**src/rtl/apb_master_bridge.sv**
```systemverilog
// apb_master_bridge
//
// Single-outstanding APB3 requester. A valid/ready command from the system
// side becomes one APB transfer (SETUP, then ACCESS until Pready). The result
// comes back as a one-cycle rsp_valid pulse carrying read data and error
// status. A wait-state limit aborts an ACCESS phase that a hung slave never
// completes.
//
// Handshake: a command transfers on a rising Pclk edge where cmd_valid and
// cmd_ready are both 1. The command fields are sampled only on that edge. The
// requester holds cmd_valid until the transfer happens. rsp_valid has no
// backpressure and is high for exactly one cycle per completed transfer.
//
// Ports:
//   Pclk, Prst            clock (rising edge), asynchronous active-low reset
//   cmd_valid/cmd_ready   command handshake
//   cmd_write/addr/wdata  command fields (wdata ignored for reads)
//   rsp_valid             one-cycle completion pulse
//   rsp_rdata             read data (0 for writes and timeouts)
//   rsp_err/rsp_timeout   slave error or timeout, and timeout-only flag
//   Paddr..Pwdata         APB requester outputs
//   Pready/Pslverr/Prdata APB slave inputs
//   state_dbg             current FSM state (0 IDLE, 1 SETUP, 2 ACCESS)
module apb_master_bridge #(
  parameter int ADDR_W  = 6,
  parameter int DATA_W  = 32,
  parameter int TIMEOUT = 16
) (
  input  logic              Pclk,
  input  logic              Prst,
  input  logic              cmd_valid,
  output logic              cmd_ready,
  input  logic              cmd_write,
  input  logic [ADDR_W-1:0] cmd_addr,
  input  logic [DATA_W-1:0] cmd_wdata,
  output logic              rsp_valid,
  output logic [DATA_W-1:0] rsp_rdata,
  output logic              rsp_err,
  output logic              rsp_timeout,
  output logic [ADDR_W-1:0] Paddr,
  output logic              Pselx,
  output logic              Penable,
  output logic              Pwrite,
  output logic [DATA_W-1:0] Pwdata,
  input  logic              Pready,
  input  logic              Pslverr,
  input  logic [DATA_W-1:0] Prdata,
  output logic [1:0]        state_dbg
);

  typedef enum logic [1:0] {
    IDLE   = 2'd0,
    SETUP  = 2'd1,
    ACCESS = 2'd2
  } state_t;

  // Wait counter value on the last allowed ACCESS cycle.
  localparam logic [7:0] WAIT_LAST = 8'(TIMEOUT - 1);

  state_t     state;
  logic [7:0] wait_cnt;

  assign state_dbg = state;

  always_ff @(posedge Pclk or negedge Prst) begin
    if (!Prst) begin
      state       <= IDLE;
      wait_cnt    <= '0;
      cmd_ready   <= 1'b1;
      rsp_valid   <= 1'b0;
      rsp_rdata   <= '0;
      rsp_err     <= 1'b0;
      rsp_timeout <= 1'b0;
      Paddr       <= '0;
      Pselx       <= 1'b0;
      Penable     <= 1'b0;
      Pwrite      <= 1'b0;
      Pwdata      <= '0;
    end else begin
      // The response pulse lasts one cycle unless a completion below
      // sets it again.
      rsp_valid <= 1'b0;
      case (state)
        IDLE: begin
          if (cmd_valid) begin
            Paddr     <= cmd_addr;
            Pwrite    <= cmd_write;
            Pwdata    <= cmd_write ? cmd_wdata : '0;
            Pselx     <= 1'b1;
            Penable   <= 1'b0;
            cmd_ready <= 1'b0;
            wait_cnt  <= '0;
            state     <= SETUP;
          end
        end
        SETUP: begin
          // Pready is not looked at here, so ACCESS always lasts at
          // least one cycle.
          Penable <= 1'b1;
          state   <= ACCESS;
        end
        ACCESS: begin
          if (Pready) begin
            rsp_rdata   <= Pwrite ? '0 : Prdata;
            rsp_err     <= Pslverr;
            rsp_timeout <= 1'b0;
            rsp_valid   <= 1'b1;
            Pselx       <= 1'b0;
            Penable     <= 1'b0;
            cmd_ready   <= 1'b1;
            state       <= IDLE;
          end else if (wait_cnt == WAIT_LAST) begin
            rsp_rdata   <= '0;
            rsp_err     <= 1'b1;
            rsp_timeout <= 1'b1;
            rsp_valid   <= 1'b1;
            Pselx       <= 1'b0;
            Penable     <= 1'b0;
            cmd_ready   <= 1'b1;
            state       <= IDLE;
          end else begin
            wait_cnt <= wait_cnt + 8'd1;
          end
        end
        default: begin
          Pselx     <= 1'b0;
          Penable   <= 1'b0;
          cmd_ready <= 1'b1;
          state     <= IDLE;
        end
      endcase
    end
  end

endmodule

```
**config.mk**
```make
export PLATFORM = sky130hd
export DESIGN_NAME = apb_master_bridge
export DESIGN_NICKNAME = d
export VERILOG_FILES = /design/src/rtl/apb_master_bridge.sv
export SDC_FILE = /design/constraint.sdc
export NUM_CORES = 1
export LEC_CHECK = 0
export CAP_MARGIN = 20
export CORE_MARGIN = 3
export CORE_UTILIZATION = 40
export CTS_CLUSTER_SIZE = 28
export DETAILED_ROUTE_END_ITERATION = 10
export GPL_TIMING_DRIVEN = 1
export HOLD_SLACK_MARGIN = 0.08
export PLACE_DENSITY = 0.81
export SYNTH_ARGS = -nofsm -noshare
export SYNTH_HDL_FRONTEND = slang
export SYNTH_SLANG_ARGS = --single-unit
```
**constraint.sdc**
```tcl
create_clock -name Pclk -period 1.98 [get_ports Pclk]
set_input_delay 0.297 -clock Pclk [delete_from_list [all_inputs] [get_ports Pclk]]
set_output_delay 0.297 -clock Pclk [all_outputs]
set_load 0.01 [all_outputs]
```
==> results.toml, run 1 <==
[logic_synthesis]
postSynth.asyncResetShare = 1.00
synth-edff-count = 0
syn_area_mm2 = 0.00348
ys.flop_type = "dfrtp_1"
netlist_top_cells_area = "dfrtp_1 62%, nand2_1 10%, a22o_1 8.3%"
yosys_warnings = 0
post-synth-top-area-cell = "dfrtp_1"
yosysUniqueCellTypes = 37
ys_ff_latch = 87
synthesis.nets = 400
syn_avg_cell_area_um2 = 10.8
syn_inst = 323
ys_seq_area_frac = 0.626
synth_top_area_frac = 0.618

[finish]
final_cells = 594
multi_input_area_mm2 = 0.00114
antennaDiodeCount = 0
drive_above_1_share = 0.0838
finish.utilization = 0.645
fill_cells = 688
regArea_mm2 = 0.00218
final_nets = 561
syn2layout_area_growth_pct = 54.5

[clocking]
path_clk_slew_ps = 90
cts_num_sinks = 87
clk_latency_ps = 350
cts_buffer_depth = 2
postCtsSetupBuffers = 0
cts_resized = 0
cts_made_buffers = 9
tritoncts = "done"
cts-root-buf = "clkbuf_8"
h-tree-depth = 3

[detailed_routing]
routed_via_density = 5.02
drt_iter0_markers = 96
vias = 2979
firstDrtPassIters = 4
post_drt_wl_per_cell_um = 15.8
drc_errors = 0
antenna_left = 0
wl_um = 9360

[die]
die_w_um = 99.3
coreArea_mm2 = 0.00834
start_util = 0.417
dieArea_mm2 = 0.00986
die_y_um = 99.3
num_rows = 33
io_pins = 155

[placement]
port_buffers = 154
dp.cells = 577
dp.final_hpwl_um = 6940
gp_congestion = 0.762

[global_routing]
top_usage_layer = "met2"
grt_pass1_vias = 3125
globalRouteTotalUtil = 0.197
grt_max_degree = 44
gr-usage-met2 = 0.337
gr-usage-met1 = 0.252
grt_antenna_before_repair = 0
grt_pass1_wl_um = 15700
use_met3 = 0.0414
gr-total-overflow = 0

[worst_setup_path]
r2r_start = "wait_cnt[0]$_DFFE_PN0P_"
worst-endpoint-required_ps = 1680
reg2reg_depth = 6
critPathLaunchType = "register"
crit_start = "state_dbg[1]$_DFFE_PN0P_"
crit_arrival_ps = 1510
worst_r2r_endpoint = "rsp_rdata[20]$_DFFE_PN0P_"
cp-end-kind = "output pin"
cp-endpoint = "state_dbg[1]"
timing.reg2reg.setup_slack_ps = 200
critPathKind = "reg -> out"
crit_fanout = 7

[timing]
hold_violations = 0
finClkSkew_ps = 10.8
finalMaxSlewViolations = 0
rsz0062_at_grt = "false"
fmax_ghz = 0.554
finalCritPeriodShare = 0.912
tightestPinTransition_ps = 574
hold_ws_ps = 474
period_needed_ps = 1810
fin_tns_setup_ps = 0
setup_viol = 0
relSlewSlack = 0.617

[pwr]
ir_drop_uv = 663
p_leak_uw = 0.00250
p_per_area_mw_per_mm2 = 1340
p_total_uw = 7220

[outcome]
outcome = "finished, final reports clean"

[min_path]
min_path_type = "reg -> reg"

[job]
drv_cap = 0
[power breakdown]
part           total (uW)  switching (uW)  leakage (uW)  internal (uW)
registers            2890             421       0.00113           2460
clock network        1150             618     0.0000882            531
logic                3180            1380       0.00129           1800
total                7220            2420       0.00250           4800
[through the flow]
step / setup slack [ps] / cell area (um2)
floorplan: 351 / 3480
global placement: 122 / 5180
detailed placement: 63.3 / 5180
CTS: 163 / 5380
global route: 123 / 5380
finish: 175 / 5380
[critical path, stage by stage (launching register included)]
cell and delay [ps]:
dfrtp_1 450, buf_4 180, clkdlybuf4s50_1 530
[worst min-delay path by stage]
stage / start / to / slack (ps) / cells past startpoint
2_1_floorplan: Prst / Paddr[0]$_DFFE_PN0P_ / 1 / 0
6_report: Pwdata[25]$_DFFE_PN0P_ / Pwdata[25]$_DFFE_PN0P_ / 470 / 2
3_5_place_dp: Prst / Pwdata[1]$_DFFE_PN0P_ / 330 / 1
5_1_grt: cmd_addr[0] / Paddr[0]$_DFFE_PN0P_ / 470 / 3
4_1_cts: cmd_addr[4] / Paddr[4]$_DFFE_PN0P_ / 460 / 3
3_3_place_gp: Prst / Pwdata[1]$_DFFE_PN0P_ / 320 / 1
[synth_stat cells, drive strengths merged (2+ instances only)]
library cell / n
a22o: 33
a21o: 2
nor2: 7
inv: 6
o21ai: 3
nand2: 97
nor3: 2
a31oi: 4
nand2b: 2
nand3: 35
clkbuf: 8
dfrtp: 86
a21oi: 7
buf: 13
[sequential cells by signal (all words and copies together) (netlist names)]
name         cells
state_dbg        2
Penable          1
rsp_timeout      1
rsp_rdata       32
Pwrite           1
wait_cnt         8
rsp_err          1
Paddr            6
Pselx            1
Pwdata          32
rsp_valid        1
cmd_ready        1
[layout by cell type (no fill, tap or decap), types with 2 or more instances in the layout]
cell	instances
a21oi_1	7
a22o_1	33
a31oi_1	4
buf_12	3
buf_4	14
clkbuf_8	11
clkdlybuf4s50_1	153
clkinvlp_4	3
dfrtp_1	86
inv_1	6
nand2_1	96
nand2b_1	2
nand3_1	35
nor2_1	6
nor3_1	2
o21ai_0	3
[kinds of logic (layout without fill, tap and decap cells)]
kind of cell / count (synthesis) / after routing / share of synthesized area
XOR/XNOR: 1 / 1 / 0.00252
AO/OA/AOI/OAI: 57 / 57 / 0.133
adder cells (fa/ha/maj): 1 / 1 / 0.00359
AND/OR/NAND/NOR: 148 / 148 / 0.186
buffers and inverters: 28 / 194 / 0.0456
flip-flops: 87 / 87 / 0.626
multiplexers: 1 / 1 / 0.00288
[final cells by class]
type,instances,area share
clock buffers,11,0.0281
repair buffers,171,0.317
flip-flops and latches,87,0.405
inverters,7,0.00512
clock inverters,5,0.00744
well taps,105,0.0244
multi-input cells,208,0.213
[per-layer routing]
layer | routed length (um) | part of all wire
met1 | 3950 | 0.42
met2 | 4700 | 0.50
met3 | 577 | 0.062
met4 | 131 | 0.014
met5 | 0 | 0
[repair_timing]
action,in CTS,in global routing
endpoints found under the setup margin,0,0
hold endpoints to repair,40,0
hold buffers,1,0
(Power assumes the default switching activity.)
==> run 2, diff against run 1 <==
--- a/config.mk
+++ b/config.mk
@@ -5,6 +5,7 @@
 export SDC_FILE = /design/constraint.sdc
 export NUM_CORES = 1
 export LEC_CHECK = 0
+export ABC_CLOCK_PERIOD_IN_PS = 1980
 export CAP_MARGIN = 20
 export CORE_MARGIN = 3
 export CORE_UTILIZATION = 40
@@ -12,6 +13,7 @@
 export DETAILED_ROUTE_END_ITERATION = 10
 export GPL_TIMING_DRIVEN = 1
 export HOLD_SLACK_MARGIN = 0.08
+export MAX_ROUTING_LAYER = met4
 export PLACE_DENSITY = 0.81
 export SYNTH_ARGS = -nofsm -noshare
 export SYNTH_HDL_FRONTEND = slang
==> run 2 against run 1 <==
Net effect: combinational power barely moved; clock power barely moved; first-iteration DRC count did not move; die area did not move; core utilization did not move; worst setup slack improved by 6.9 ps; clock skew rose by 0.55 ps; critical path type unchanged; highest routed layer unchanged; cell count did not move; sequential cell count did not move; maximum frequency rose by 0.39%; largest power group unchanged; via count rose by 0.27%.
==> results.toml, run 2 (synthesized netlist as in run 1, its figures left out) <==
[timing]
period_needed_ps = 1800
hold_violations = 0
fmax_ghz = 0.556
finClkSkew_ps = 11.3
setup_viol = 0
rsz0062_at_grt = "false"
finalCritPeriodShare = 0.908
relSlewSlack = 0.619
finalMaxSlewViolations = 0
tightestPinTransition_ps = 572
fin_tns_setup_ps = 0

[detailed_routing]
antenna_left = 0
routed_via_density = 5.03
vias = 2987
drt_iter0_markers = 96
drc_errors = 0
post_drt_wl_per_cell_um = 15.8
firstDrtPassIters = 4
wl_um = 9360

[clocking]
cts_num_sinks = 87
clk_latency_ps = 340
cts_buffer_depth = 2
path_clk_slew_ps = 90
cts_resized = 0
cts-root-buf = "clkbuf_8"
postCtsSetupBuffers = 0
tritoncts = "done"
h-tree-depth = 3
cts_hold_buf = 1
cts_made_buffers = 9

[worst_setup_path]
critPathLaunchType = "register"
reg2reg_depth = 6
cp-end-kind = "output pin"
crit_buf_inv = 2
critPathKind = "reg -> out"
crit_chain = "buf_4 -> clkdlybuf4s50_1"
slowest_stage = "clkdlybuf4s50_1"
worst-endpoint-required_ps = 1680
cpLargestDelayFamily = "buffers and inverters"
crit_arrival_ps = 1500
crit_cells = 2
crit_fanout = 7
cp_slowest_stage_delay_ps = 530

[pwr]
clockPowerShare = 0.159
switching_share = 0.335
p_per_area_mw_per_mm2 = 1340
p_sw_uw = 2420
power_frac_comb = 0.442
p_leak_uw = 0.00250
p_int_uw = 4800
ir_drop_uv = 666
seqPwrFrac = 0.400

[finish]
drive_above_1_share = 0.0838
antennaDiodeCount = 0
final_common_cell = "clkdlybuf4s50_1"
mostFrequentLayoutCells = "153 x clkdlybuf4s50_1, 96 x nand2_1, 86 x dfrtp_1"
syn2layout_area_growth_pct = 54.5
finalInstanceArea_mm2 = 0.00538
final_nets = 561
reg_top3 = "Pwdata x32, rsp_rdata x32, wait_cnt x8"
fill_cells = 688

[placement]
gp_congestion = 0.772
port_buffers = 154
placed_cell_area_mm2 = 0.00518
dp.final_hpwl_um = 6940

[global_routing]
grt_pass1_vias = 3123
grt_max_degree = 44
grt_pass1_wl_um = 15700
gr-usage-met2 = 0.339
gr-usage-met1 = 0.254
top_usage_layer = "met2"
grt_antenna_before_repair = 0
gr-total-overflow = 0
globalRouteTotalUtil = 0.203
use_met3 = 0.0386

[die]
start_util = 0.417
die_w_um = 99.3
num_rows = 33
coreArea_mm2 = 0.00834
die_y_um = 99.3
dieArea_mm2 = 0.00986
io_pins = 155

[min_path]
holdPathStages = 2
min_path_type = "reg -> reg"

[outcome]
outcome = "finished, final reports clean"

[job]
drv_cap = 0
-- run 2: cell counts in the layout (fill, tap and decap cells not counted) --
No cell type changed its count.
-- run 2: final cells by class --
cell class / instances / area, um2 / share of cell area
clock buffer: 11 / 151 / 0.0281
clock inverter: 5 / 40.0 / 0.00744
inverter: 7 / 27.5 / 0.00512
multi-input combinational: 208 / 1140 / 0.213
sequential: 87 / 2180 / 0.405
tap: 105 / 131 / 0.0244
timing repair buffer: 171 / 1710 / 0.317
-- run 2: power by group through the flow --
| stage | logic [uW] | registers, uW | clock network, uW |
|---|---|---|---|
| floorplan | 1060 | 3180 | 0 |
| global route | 3450 | 2990 | 1260 |
| CTS | 3240 | 2890 | 1190 |
| detailed placement | 3230 | 2910 | 0 |
| global placement | 3140 | 2890 | 0 |
| finish | 3190 | 2890 | 1150 |
-- run 2: worst register-to-register path: stages (launching register included) --
cell,delay [ps]
dfrtp_1,410
ha_1,240
and3_1,230
a21o_4,230
nand2_4,60
buf_4,310
a22o_1,230
-- run 2: worst paths after layout --
kind	endpoint	slack (ps)	from
min	Pwdata[25]$_DFFE_PN0P_	470	Pwdata[25]$_DFFE_PN0P_
max	state_dbg[1]	180	state_dbg[1]$_DFFE_PN0P_
min in group asynchronous	Pwdata[5]$_DFFE_PN0P_	490	Prst
max in group asynchronous	Pwdata[23]$_DFFE_PN0P_	900	Prst
max reg2reg	rsp_rdata[20]$_DFFE_PN0P_	200	wait_cnt[0]$_DFFE_PN0P_
min reg2reg	Pwdata[25]$_DFFE_PN0P_	470	Pwdata[25]$_DFFE_PN0P_
-- run 2: per-layer routing --
metal / vias to the layer above / routed length (um)
met2: 112 / 4700
met1: 1442 / 3990
met5: - / 0
met4: 0 / 121
met3: 10 / 548
li1: 1423 / -
-- run 2: through the flow --
stage	std cells	hold slack, ps	power [uW]	utilization	setup slack [ps]
2_1_floorplan	323	1.41	4250	-	351
3_3_place_gp	577	325	6030	0.621	122
3_5_place_dp	577	333	6140	0.621	63.3
4_1_cts	594	460	7320	0.645	163
5_1_grt	594	466	7700	0.645	123
6_report	594	474	7220	0.645	181
==> run 3, diff against run 2 <==
--- a/config.mk
+++ b/config.mk
@@ -13,7 +13,6 @@
 export DETAILED_ROUTE_END_ITERATION = 10
 export GPL_TIMING_DRIVEN = 1
 export HOLD_SLACK_MARGIN = 0.08
-export MAX_ROUTING_LAYER = met4
 export PLACE_DENSITY = 0.81
 export SYNTH_ARGS = -nofsm -noshare
 export SYNTH_HDL_FRONTEND = slang
==> results of run 3 <==
No change in the layout: final DEF, timing and power equal those of run 1.
